**src/rtl/imm_ext_pipe.sv**
```systemverilog
// LEGv8/ARMv8 immediate extender: decodes D/CB/B/I/IW immediates on accept and
// queues results in a DEPTH-entry FIFO so decode back-pressure does not stall fetch.
module imm_ext_pipe #(
    parameter int N         = 64,
    parameter int DEPTH     = 2,
    parameter bit ENABLE_IW = 1'b1
) (
    input  logic         clk,
    input  logic         reset,
    input  logic         in_valid,
    output logic         in_ready,
    input  logic [31:0]  instr,
    output logic         out_valid,
    input  logic         out_ready,
    output logic [N-1:0] imm,
    output logic [2:0]   fmt,
    output logic         illegal,
    output logic [15:0]  illegal_cnt
);

    localparam int PW = (DEPTH > 1) ? $clog2(DEPTH) : 1;
    localparam int CW = $clog2(DEPTH + 1);
    localparam logic [PW-1:0] LAST_PTR = PW'(DEPTH - 1);
    localparam logic [CW-1:0] FULL_CNT = CW'(DEPTH);

    logic [N-1:0]  dec_imm_s;
    logic [2:0]    dec_fmt_s;
    logic          dec_ill_s;
    logic [63:0]   movz_wide_s;
    logic          push_s;
    logic          pop_s;
    logic          unused_s;

    logic [N-1:0]  imm_mem_r [DEPTH];
    logic [2:0]    fmt_mem_r [DEPTH];
    logic          ill_mem_r [DEPTH];
    logic [PW-1:0] wr_ptr_r;
    logic [PW-1:0] rd_ptr_r;
    logic [CW-1:0] count_r;
    logic [15:0]   illegal_cnt_r;

    // Rd/Rt/opcode-low bits carry no immediate information.
    assign unused_s = ^{instr[4:0], movz_wide_s};

    // Format classification and extension, first matching pattern wins.
    always_comb begin
        dec_imm_s   = '0;
        dec_fmt_s   = 3'd0;
        dec_ill_s   = 1'b1;
        movz_wide_s = {48'd0, instr[20:5]} << {instr[22:21], 4'd0};
        if (instr[31:21] ==? 11'b1111_1000_0?0) begin
            dec_imm_s = {{(N-9){instr[20]}}, instr[20:12]};
            dec_fmt_s = 3'd1;
            dec_ill_s = 1'b0;
        end else if (instr[31:24] ==? 8'b1011_010?) begin
            dec_imm_s = {{(N-19){instr[23]}}, instr[23:5]};
            dec_fmt_s = 3'd2;
            dec_ill_s = 1'b0;
        end else if (instr[31:26] == 6'b000101) begin
            dec_imm_s = {{(N-26){instr[25]}}, instr[25:0]};
            dec_fmt_s = 3'd3;
            dec_ill_s = 1'b0;
        end else if (instr[31:22] ==? 10'b1?01_0001_00) begin
            dec_imm_s = {{(N-12){1'b0}}, instr[21:10]};
            dec_fmt_s = 3'd4;
            dec_ill_s = 1'b0;
        end else if (ENABLE_IW && (instr[31:23] == 9'b1_1010_0101)) begin
            // A 32-bit result cannot hold a halfword shifted by 32 or 48.
            if ((N == 32) && instr[22]) begin
                dec_ill_s = 1'b1;
            end else begin
                dec_imm_s = movz_wide_s[N-1:0];
                dec_fmt_s = 3'd5;
                dec_ill_s = 1'b0;
            end
        end else begin
            dec_ill_s = 1'b1;
        end
    end

    assign in_ready  = reset && (count_r != FULL_CNT);
    assign out_valid = (count_r != '0);
    assign push_s    = in_valid && in_ready;
    assign pop_s     = out_valid && out_ready;

    // Entry storage; contents are qualified by count so they need no reset.
    always_ff @(posedge clk) begin
        if (push_s) begin
            imm_mem_r[wr_ptr_r] <= dec_imm_s;
            fmt_mem_r[wr_ptr_r] <= dec_fmt_s;
            ill_mem_r[wr_ptr_r] <= dec_ill_s;
        end
    end

    // Queue pointers, occupancy and the saturating illegal-word counter.
    always_ff @(posedge clk or negedge reset) begin
        if (!reset) begin
            wr_ptr_r      <= '0;
            rd_ptr_r      <= '0;
            count_r       <= '0;
            illegal_cnt_r <= 16'd0;
        end else begin
            if (push_s) begin
                wr_ptr_r <= (wr_ptr_r == LAST_PTR) ? '0 : wr_ptr_r + PW'(1);
            end
            if (pop_s) begin
                rd_ptr_r <= (rd_ptr_r == LAST_PTR) ? '0 : rd_ptr_r + PW'(1);
            end
            case ({push_s, pop_s})
                2'b10:   count_r <= count_r + CW'(1);
                2'b01:   count_r <= count_r - CW'(1);
                default: count_r <= count_r;
            endcase
            if (push_s && dec_ill_s && (illegal_cnt_r != 16'hFFFF)) begin
                illegal_cnt_r <= illegal_cnt_r + 16'd1;
            end
        end
    end

    // Head entry presentation, forced to zero while the queue is empty.
    always_comb begin
        if (out_valid) begin
            imm     = imm_mem_r[rd_ptr_r];
            fmt     = fmt_mem_r[rd_ptr_r];
            illegal = ill_mem_r[rd_ptr_r];
        end else begin
            imm     = '0;
            fmt     = 3'd0;
            illegal = 1'b0;
        end
    end

    assign illegal_cnt = illegal_cnt_r;

endmodule

```
**config.mk**
```make
export PLATFORM = sky130hd
export DESIGN_NAME = imm_ext_pipe
export DESIGN_NICKNAME = d
export VERILOG_FILES = /design/src/rtl/imm_ext_pipe.sv
export SDC_FILE = /design/constraint.sdc
export NUM_CORES = 1
export LEC_CHECK = 0
export CAP_MARGIN = 5
export CORE_UTILIZATION = 50
export DETAILED_ROUTE_END_ITERATION = 8
export GPL_ROUTABILITY_DRIVEN = 0
export PLACE_DENSITY_LB_ADDON = 0.08
export SYNTH_ARGS = -nofsm -noshare
export SYNTH_HDL_FRONTEND = slang
export SYNTH_SLANG_ARGS = --single-unit
```
**constraint.sdc**
```tcl
create_clock -name clk -period 5.5 [get_ports clk]
set_input_delay 1.1 -clock clk [delete_from_list [all_inputs] [get_ports clk]]
set_output_delay 1.1 -clock clk [all_outputs]
set_load 0.03 [all_outputs]
```
After elaboration in Yosys (flattened, before gate mapping) --
Memories as Yosys holds them, arrays and structs flattened. Cells that the tools add are included.
Storage, ports and cells: register bits 20, RAM bits 136, memories kept 3
Cells by class: add/sub/neg operators 5, equal/unequal tests 9, shift operators 1, muxes and demuxes 23, reductions and logical operators 7
Memory list:
- imm_mem_r | words 2, bits a word 64, read ports 1, clocked after Yosys merged registers in 0, wr ports 1, line 34 | logic [N-1:0] imm_mem_r [DEPTH];
- fmt_mem_r | words 2, bits a word 3, read ports 1, clocked after Yosys merged registers in 0, wr ports 1, line 35 | logic [2:0] fmt_mem_r [DEPTH];
- ill_mem_r | words 2, bits a word 1, read ports 1, clocked after Yosys merged registers in 0, wr ports 1, line 36 | logic ill_mem_r [DEPTH];
Operators by type and width (count):
- $mux W64 | 6
- $shl A16 B6 Y64 | 1
- $eq A9 B9 Y1 const B | 2
- $mux W3 | 6
- $add A16 B1 Y16 const B | 1
- $ne A16 B16 Y1 const B | 1
- $eq A10 B10 Y1 const B | 1
- $mux W1 | 10
- $eq A7 B7 Y1 const B | 1
- $eq A6 B3 Y1 const B | 1
- $logic_and A1 B1 Y1 | 5
- $pmux W2 S2 | 1
- $reduce_bool A2 Y1 | 2
- $add A1 B1 Y1 const B | 2
- $add A2 B1 Y2 const B | 1
- $eq A2 B1 Y1 const B | 1
- $eq A2 B2 Y1 const B | 1
- $ne A2 B2 Y1 const B | 1
- $sub A2 B1 Y2 const B | 1

Depth between registers and ports, before layout --
Gate-level depths: netlist of run 1.
depth after elaboration 8, mapped depth 7, gate-level depth less buffers 7

Worst setup path before layout of run 1 --
No wires, ideal clock.
path type input to register, from input port in_valid, to memory fmt_mem_r[0][0], enable pin, data arrival time 4.535 ns, required time 5.005 ns, setup slack 0.470 ns, cell stages on the path 4, cell sequence nand2_1 nor2_1 inv_2 nor2_1
On the way: cells in the longest elaborated chain, start to end 3
RTL lines:
- start, declared | line 10 | input logic in_valid,
- $logic_and A1 B1 Y1 | line 83 | assign push_s = in_valid && in_ready;
- $mux W1 | line 88 | if (push_s) begin
- $mux W1 (implied by the code) | line 90 | fmt_mem_r[wr_ptr_r] <= dec_fmt_s;
- end, declared | line 35
Every way passes these cells.

Final worst setup path of run 1 --
from register rd_ptr_r, to output port imm[3]
On the way: cells in the longest elaborated chain, start to end 2
RTL lines:
- start, declared | line 38 | logic [PW-1:0] rd_ptr_r;
- start signal, assigned | line 107 | rd_ptr_r <= (rd_ptr_r == LAST_PTR) ? '0 : rd_ptr_r + PW'(1);
- $mem_v2 Z2 W64
- $mux W64 | line 122 | if (out_valid) begin
- end, declared | line 15 | output logic [N-1:0] imm,
Every way passes these cells.

==> impl_metrics.env, run 1 <==
export IMPL_status="complete, no violations"
export IMPL_ys_top_cells_by_count="edfxtp_1, nor2_1, mux2i_1"
export IMPL_hold_slack_ns=0.502
export IMPL_ant_nets=0
export IMPL_critical_path_top_delay_family="buffers and inverters"
export IMPL_finalHoldViolCount=0
export IMPL_arrival_ns=2.91
export IMPL_post_cts_buffers=0
export IMPL_grt_pass1_wl_microns=26800
export IMPL_cts_buffer_depth=2
export IMPL_min_path_type="reg2reg"
export IMPL_drv_cap=0
export IMPL_powerDensity_nw_per_um2=524
export IMPL_regArea_sq_um=4590
export IMPL_intPower_mw=3.10
export IMPL_p_seq_share_pct=33.3
export IMPL_vias=5061
export IMPL_design_area_sq_um=9380
export IMPL_fillers=1128
export IMPL_top_level_ports=122
export IMPL_numCtsBuffers=17
export IMPL_cp_cell_sequence="buf_4 -> mux2i_1 -> nor2_1 -> clkdlybuf4s50_1"
export IMPL_use_met3_pct=5.13
export IMPL_dp_hpwl_microns=11500
export IMPL_crit_required_ns=4.40
export IMPL_yosysWarnings=0
export IMPL_cts_hold_buf=0
export IMPL_fin_nets=715
export IMPL_synthArstFlopShare_pct=12.8
export IMPL_clkLatencyLatePin_ns=0.42
export IMPL_post_route_util_pct=64.6
export IMPL_cts_tree="yes"
export IMPL_setup_viol=0
export IMPL_drtIter0Drc=342
export IMPL_die_w_microns=124
export IMPL_dr_pass1_iters=7
export IMPL_n_antenna_cell=0
export IMPL_avgSynthCellArea_sq_um=13.3
export IMPL_power_total_mw=4.92
export IMPL_yosysTopAreaCellShare_pct=54.8
export IMPL_ys_types=59
export IMPL_clock_skew_ns=0.00521
export IMPL_crit_fanout=51
export IMPL_power_share_switching_pct=36.9
export IMPL_grt_usage_pct=23.9
export IMPL_period_minus_slack_ns=4.01
export IMPL_synthFlopType="edfxtp_1"
export IMPL_synth_edf_count=136
export IMPL_final_setup_tns_ns=0
export IMPL_dieArea_sq_um=15400
export IMPL_layout_drive_gt1_share_pct=9.28
export IMPL_place_area_sq_um=8750
export IMPL_clockPowerShare_pct=25.2
export IMPL_use_met1_pct=32.7
export IMPL_grt_util_met2_pct=38.2
export IMPL_core_area_sq_um=14500
export IMPL_synth_most_common_cell="edfxtp_1"
export IMPL_cp_start_kind="flop"
export IMPL_worst_slew_pin_slew_ns=0.959
export IMPL_slowest_stage="dfrtp_4"
export IMPL_netlist_area_sq_um=7450
export IMPL_grt_max_degree=69
export IMPL_gr_total_overflow=0
export IMPL_ir_drop_v=0.000346
export IMPL_synth_largest_area_cell="edfxtp_1"
export IMPL_syn_to_final_growth_pct=26.0
export IMPL_initial_utilization_pct=51.2
export IMPL_crit_type="reg2out"
export IMPL_antenna_found_initial=0
export IMPL_cts_max_level=4
export IMPL_critPathCaptureType="output pin"
export IMPL_synth_area_top_cells="edfxtp_1, mux2i_1, dfrtp_1"
export IMPL_path_clk_slew_ns=0.06
export IMPL_rows=44
export IMPL_slew_headroom_pct=36.1
export IMPL_net_switching_power_mw=1.81
export IMPL_chipHeight_microns=124
export IMPL_drc_errors=0
export IMPL_combPwrFrac_pct=41.4
export IMPL_multi_input_area_sq_um=2630
export IMPL_period_share_pct=72.9
export IMPL_grt_setup_unrepaired="false"
export IMPL_io_buffers=121
export IMPL_critPathMaxStageDelay_ns=1.03
export IMPL_syn_inst=562
export IMPL_wl_microns=17600
export IMPL_worst_path_buf_inv=2
export IMPL_root_buffer="clkbuf_16"
export IMPL_clock_sinks=156
export IMPL_synth_net_count=600
export IMPL_seq_area_frac_synth_pct=61.5
export IMPL_grt_pass1_vias=4913
export IMPL_fmax_mhz=249
export IMPL_viasPerCell=5.79
export IMPL_p_leak_nw=3.70
export IMPL_synth_seq_cells=156
export IMPL_drv_slew=0
export IMPL_ctsResizeCount=0
export IMPL_wl_per_cell_microns=20.1
export IMPL_grt_busiest_layer="met2"
-- cells in the final DEF (no fill, tap or decap), types with 5 or more instances in the layout --
cell type,instances
edfxtp_1,136
clkdlybuf4s50_1,121
nor2_1,91
mux2i_1,68
a21o_1,40
nand2_1,20
dfrtp_1,19
xnor2_1,17
clkbuf_16,17
nand3_1,13
a22oi_1,11
a221oi_1,10
buf_4,10
o32ai_1,8
nand4_1,8
a21oi_1,7
a221o_1,6
inv_1,5
nor3_1,5
and3_1,5
bufinv_16,5
-- per-stage QoR --
step	cells	worst slack, ns
6_report	874	1.49
5_1_grt	874	1.36
4_1_cts	874	1.46
3_5_place_dp	842	1.37
3_3_place_gp	842	1.45
2_1_floorplan	562	0.470
-- cells by family (layout without fill, tap and decap cells) --
logic type	after synthesis	count (layout)	share of synthesized area [%]
fa+ha+maj	2	2	0.336
mux	70	70	9.44
buf+inv	41	169	3.39
simple gates	177	177	12.4
compound gates	97	97	10.6
flops	156	156	61.5
xor+xnor	19	19	2.23
-- final cells by class --
type / count / share of cell area (%)
clock buffers: 18 / 4.57
clock inverters: 14 / 2.12
inverters: 6 / 0.240
multi-input cells: 365 / 28.0
flip-flops and latches: 156 / 48.9
well taps: 184 / 2.45
repair buffers: 131 / 13.7
-- state kept, by name, summed over array words and instances (netlist names) --
name and cells:
illegal_cnt 16, rd_ptr_r 1, ill_mem_r 2, count_r 2
wr_ptr_r 1, imm_mem_r 128, fmt_mem_r 6
-- final timing paths --
check	from	endpoint	slack (ns)	cells after the start
max	rd_ptr_r	imm[3]	1.49	4
min	illegal_cnt[5]	illegal_cnt[5]	0.50	1
min reg2reg	illegal_cnt[5]	illegal_cnt[5]	0.50	1
max in group asynchronous	reset	wr_ptr_r	3.93	2
max reg2reg	count_r[1]	imm_mem_r[0][52]	2.79	5
min in group asynchronous	reset	illegal_cnt[14]	1.02	1
-- metal layers --
metal | up-vias | routed length [microns]
met4 | 0 | 280
met3 | 27 | 1200
met2 | 217 | 8470
met5 | - | 0
li1 | 2365 | -
met1 | 2452 | 7600
-- worst reg2reg max path, stage by stage (launching register included) --
cell,delay [ns]
dfrtp_1,0.42
nor2b_1,0.17
nor2_1,0.58
inv_2,0.25
nor2_4,0.13
buf_4,0.74
-- power groups by stage --
stage,Clock (mW),Combinational (mW),Sequential (mW)
floorplan,0,1.28,1.59
global placement,0,2.04,1.66
detailed placement,0,2.05,1.67
CTS,1.26,2.06,1.64
global route,1.30,2.17,1.66
finish,1.24,2.04,1.64
Note: power is estimated with default switching activity, not from simulation.
==> run 2, diff against run 1 <==
CORE_UTILIZATION = 49   (was 50)
clock period = 3.59 ns   (was 5.5 ns; I/O delays follow)
==> run 2 against run 1 <==
The run now ends with DRC left; clock-buffer cell count is the same; highest routed layer unchanged; clock skew is 0.0041 ns higher; sequential cell count is the same; design area up 0.77%; final cell count increased by 0.80%; register-to-register slack got worse by 1.2 ns; worst hold slack got worse by 0.0037 ns; sequential share of layout area decreased by 0.38 points; core utilization down 0.23 points; die area grew 2.0%; global-route usage increased by 0.21 points.
==> impl_metrics.env, run 2 (synthesized netlist as in run 1, its figures left out) <==
export IMPL_final_common_cell="edfxtp_1"
export IMPL_clock_sinks=156
export IMPL_dr_pass1_iters=9
export IMPL_wl_per_cell_microns=20.5
export IMPL_cp_start_kind="flop"
export IMPL_crit_fanout=33
export IMPL_worst_slew_pin_slew_ns=0.668
export IMPL_min_path_type="reg2reg"
export IMPL_dp_hpwl_microns=11600
export IMPL_critical_path_top_delay_family="buffers and inverters"
export IMPL_grt_usage_pct=24.2
export IMPL_setup_viol=0
export IMPL_period_share_pct=91.6
export IMPL_postLayoutSetupSlackWorst_ns=0.301
export IMPL_place_area_sq_um=8860
export IMPL_root_buffer="clkbuf_16"
export IMPL_viasPerCell=5.87
export IMPL_clkLatencyLatePin_ns=0.43
export IMPL_io_buffers=121
export IMPL_period_minus_slack_ns=3.29
export IMPL_p_leak_nw=3.71
export IMPL_path_clk_slew_ns=0.06
export IMPL_dieArea_sq_um=15700
export IMPL_die_w_microns=125
export IMPL_rows=44
export IMPL_drv_slew=0
export IMPL_drv_cap=0
export IMPL_top_register="imm_mem_r"
export IMPL_clock_skew_ns=0.00932
export IMPL_cts_max_level=4
export IMPL_syn_to_final_growth_pct=26.9
export IMPL_final_cell_mix="edfxtp_1, clkdlybuf4s50_1, nor2_1"
export IMPL_drtIter0Drc=451
export IMPL_ant_nets=0
export IMPL_ctsResizeCount=0
export IMPL_hold_slack_ns=0.498
export IMPL_finalHoldViolCount=0
export IMPL_fmax_mhz=304
export IMPL_cts_buffer_depth=2
export IMPL_grt_setup_unrepaired="false"
export IMPL_wl_microns=18100
export IMPL_worst_path_buf_inv=2
export IMPL_arrival_ns=2.57
export IMPL_antenna_found_initial=0
export IMPL_slew_headroom_pct=55.3
export IMPL_top_level_ports=122
export IMPL_power_total_mw=7.51
export IMPL_dpl_cell_count=849
export IMPL_grt_pass1_wl_microns=28700
export IMPL_fin_nets=722
export IMPL_cts_hold_buf=0
export IMPL_layout_drive_gt1_share_pct=10.5
export IMPL_post_route_util_pct=64.3
export IMPL_cp_cell_sequence="buf_4 -> mux2i_1 -> nor2_1 -> clkdlybuf4s50_1"
export IMPL_core_area_sq_um=14700
export IMPL_ir_drop_v=0.000488
export IMPL_slowest_stage="dfrtp_4"
export IMPL_critPathCaptureType="output pin"
export IMPL_numCtsBuffers=17
export IMPL_grt_max_degree=70
export IMPL_multi_input_area_sq_um=2630
export IMPL_stdcell_count=881
export IMPL_pre_cts_slack_ns=0.411
export IMPL_crit_required_ns=2.87
export IMPL_crit_type="reg2out"
export IMPL_vias=5175
export IMPL_fillers=1124
export IMPL_cts_tree="yes"
export IMPL_status="finished with violations"
export IMPL_post_cts_buffers=0
export IMPL_powerDensity_nw_per_um2=794
export IMPL_final_setup_tns_ns=0
export IMPL_design_area_sq_um=9460
export IMPL_critPathMaxStageDelay_ns=0.82
export IMPL_chipHeight_microns=125
export IMPL_grt_pass1_vias=5079
export IMPL_n_antenna_cell=0
export IMPL_regArea_sq_um=4590
export IMPL_initial_utilization_pct=50.7
export IMPL_drc_errors=11
export IMPL_violations="DRC"
export IMPL_largest_reg_flops=128
export IMPL_gr_total_overflow=0
## run 2: cell type report
| type | instances | share of cell area [%] |
|---|---|---|
| Inverter | 6 | 0.238 |
| Clock buffer | 18 | 4.54 |
| Timing Repair Buffer | 138 | 14.7 |
| Sequential cell | 156 | 48.5 |
| Clock inverter | 14 | 1.79 |
| Multi-Input combinational cell | 365 | 27.8 |
| Tap cell | 184 | 2.43 |
## run 2: final timing paths
check	from	end	slack (ns)	cells after the start
worst min register to register	illegal_cnt[8]	illegal_cnt[8]	0.50	1
worst max register to register	count_r[1]	imm_mem_r[1][22]	1.58	5
max in group asynchronous	reset	illegal_cnt[4]	2.53	2
worst min-delay path	illegal_cnt[8]	illegal_cnt[8]	0.50	1
worst max-delay path	rd_ptr_r	imm[37]	0.30	4
min in group asynchronous	reset	count_r[0]	0.54	1
## run 2: report_power, final
| part | switching [mW] | internal (mW) | leakage [nW] | total [mW] |
|---|---|---|---|---|
| Sequential | 0.211 | 2.25 | 1.49 | 2.46 |
| Combinational | 1.92 | 1.32 | 1.94 | 3.24 |
| Clock | 0.718 | 1.09 | 0.269 | 1.81 |
## run 2: routing by layer
metal,global-route usage (%),part of all wire [%],wire length (microns),vias to the layer above
met5,0,0,0,-
met1,33.3,43,7700,2532
met4,11.3,2.3,418,0
met2,37.5,49,8820,235
li1,-,-,-,2371
met3,4.19,6.3,1150,37
## run 2: worst reg2reg max path, delay by kind of cell, from the launching register on
family,cells,cell delay (ns)
buf+inv,2,0.55
flops,1,0.42
simple gates,3,0.63
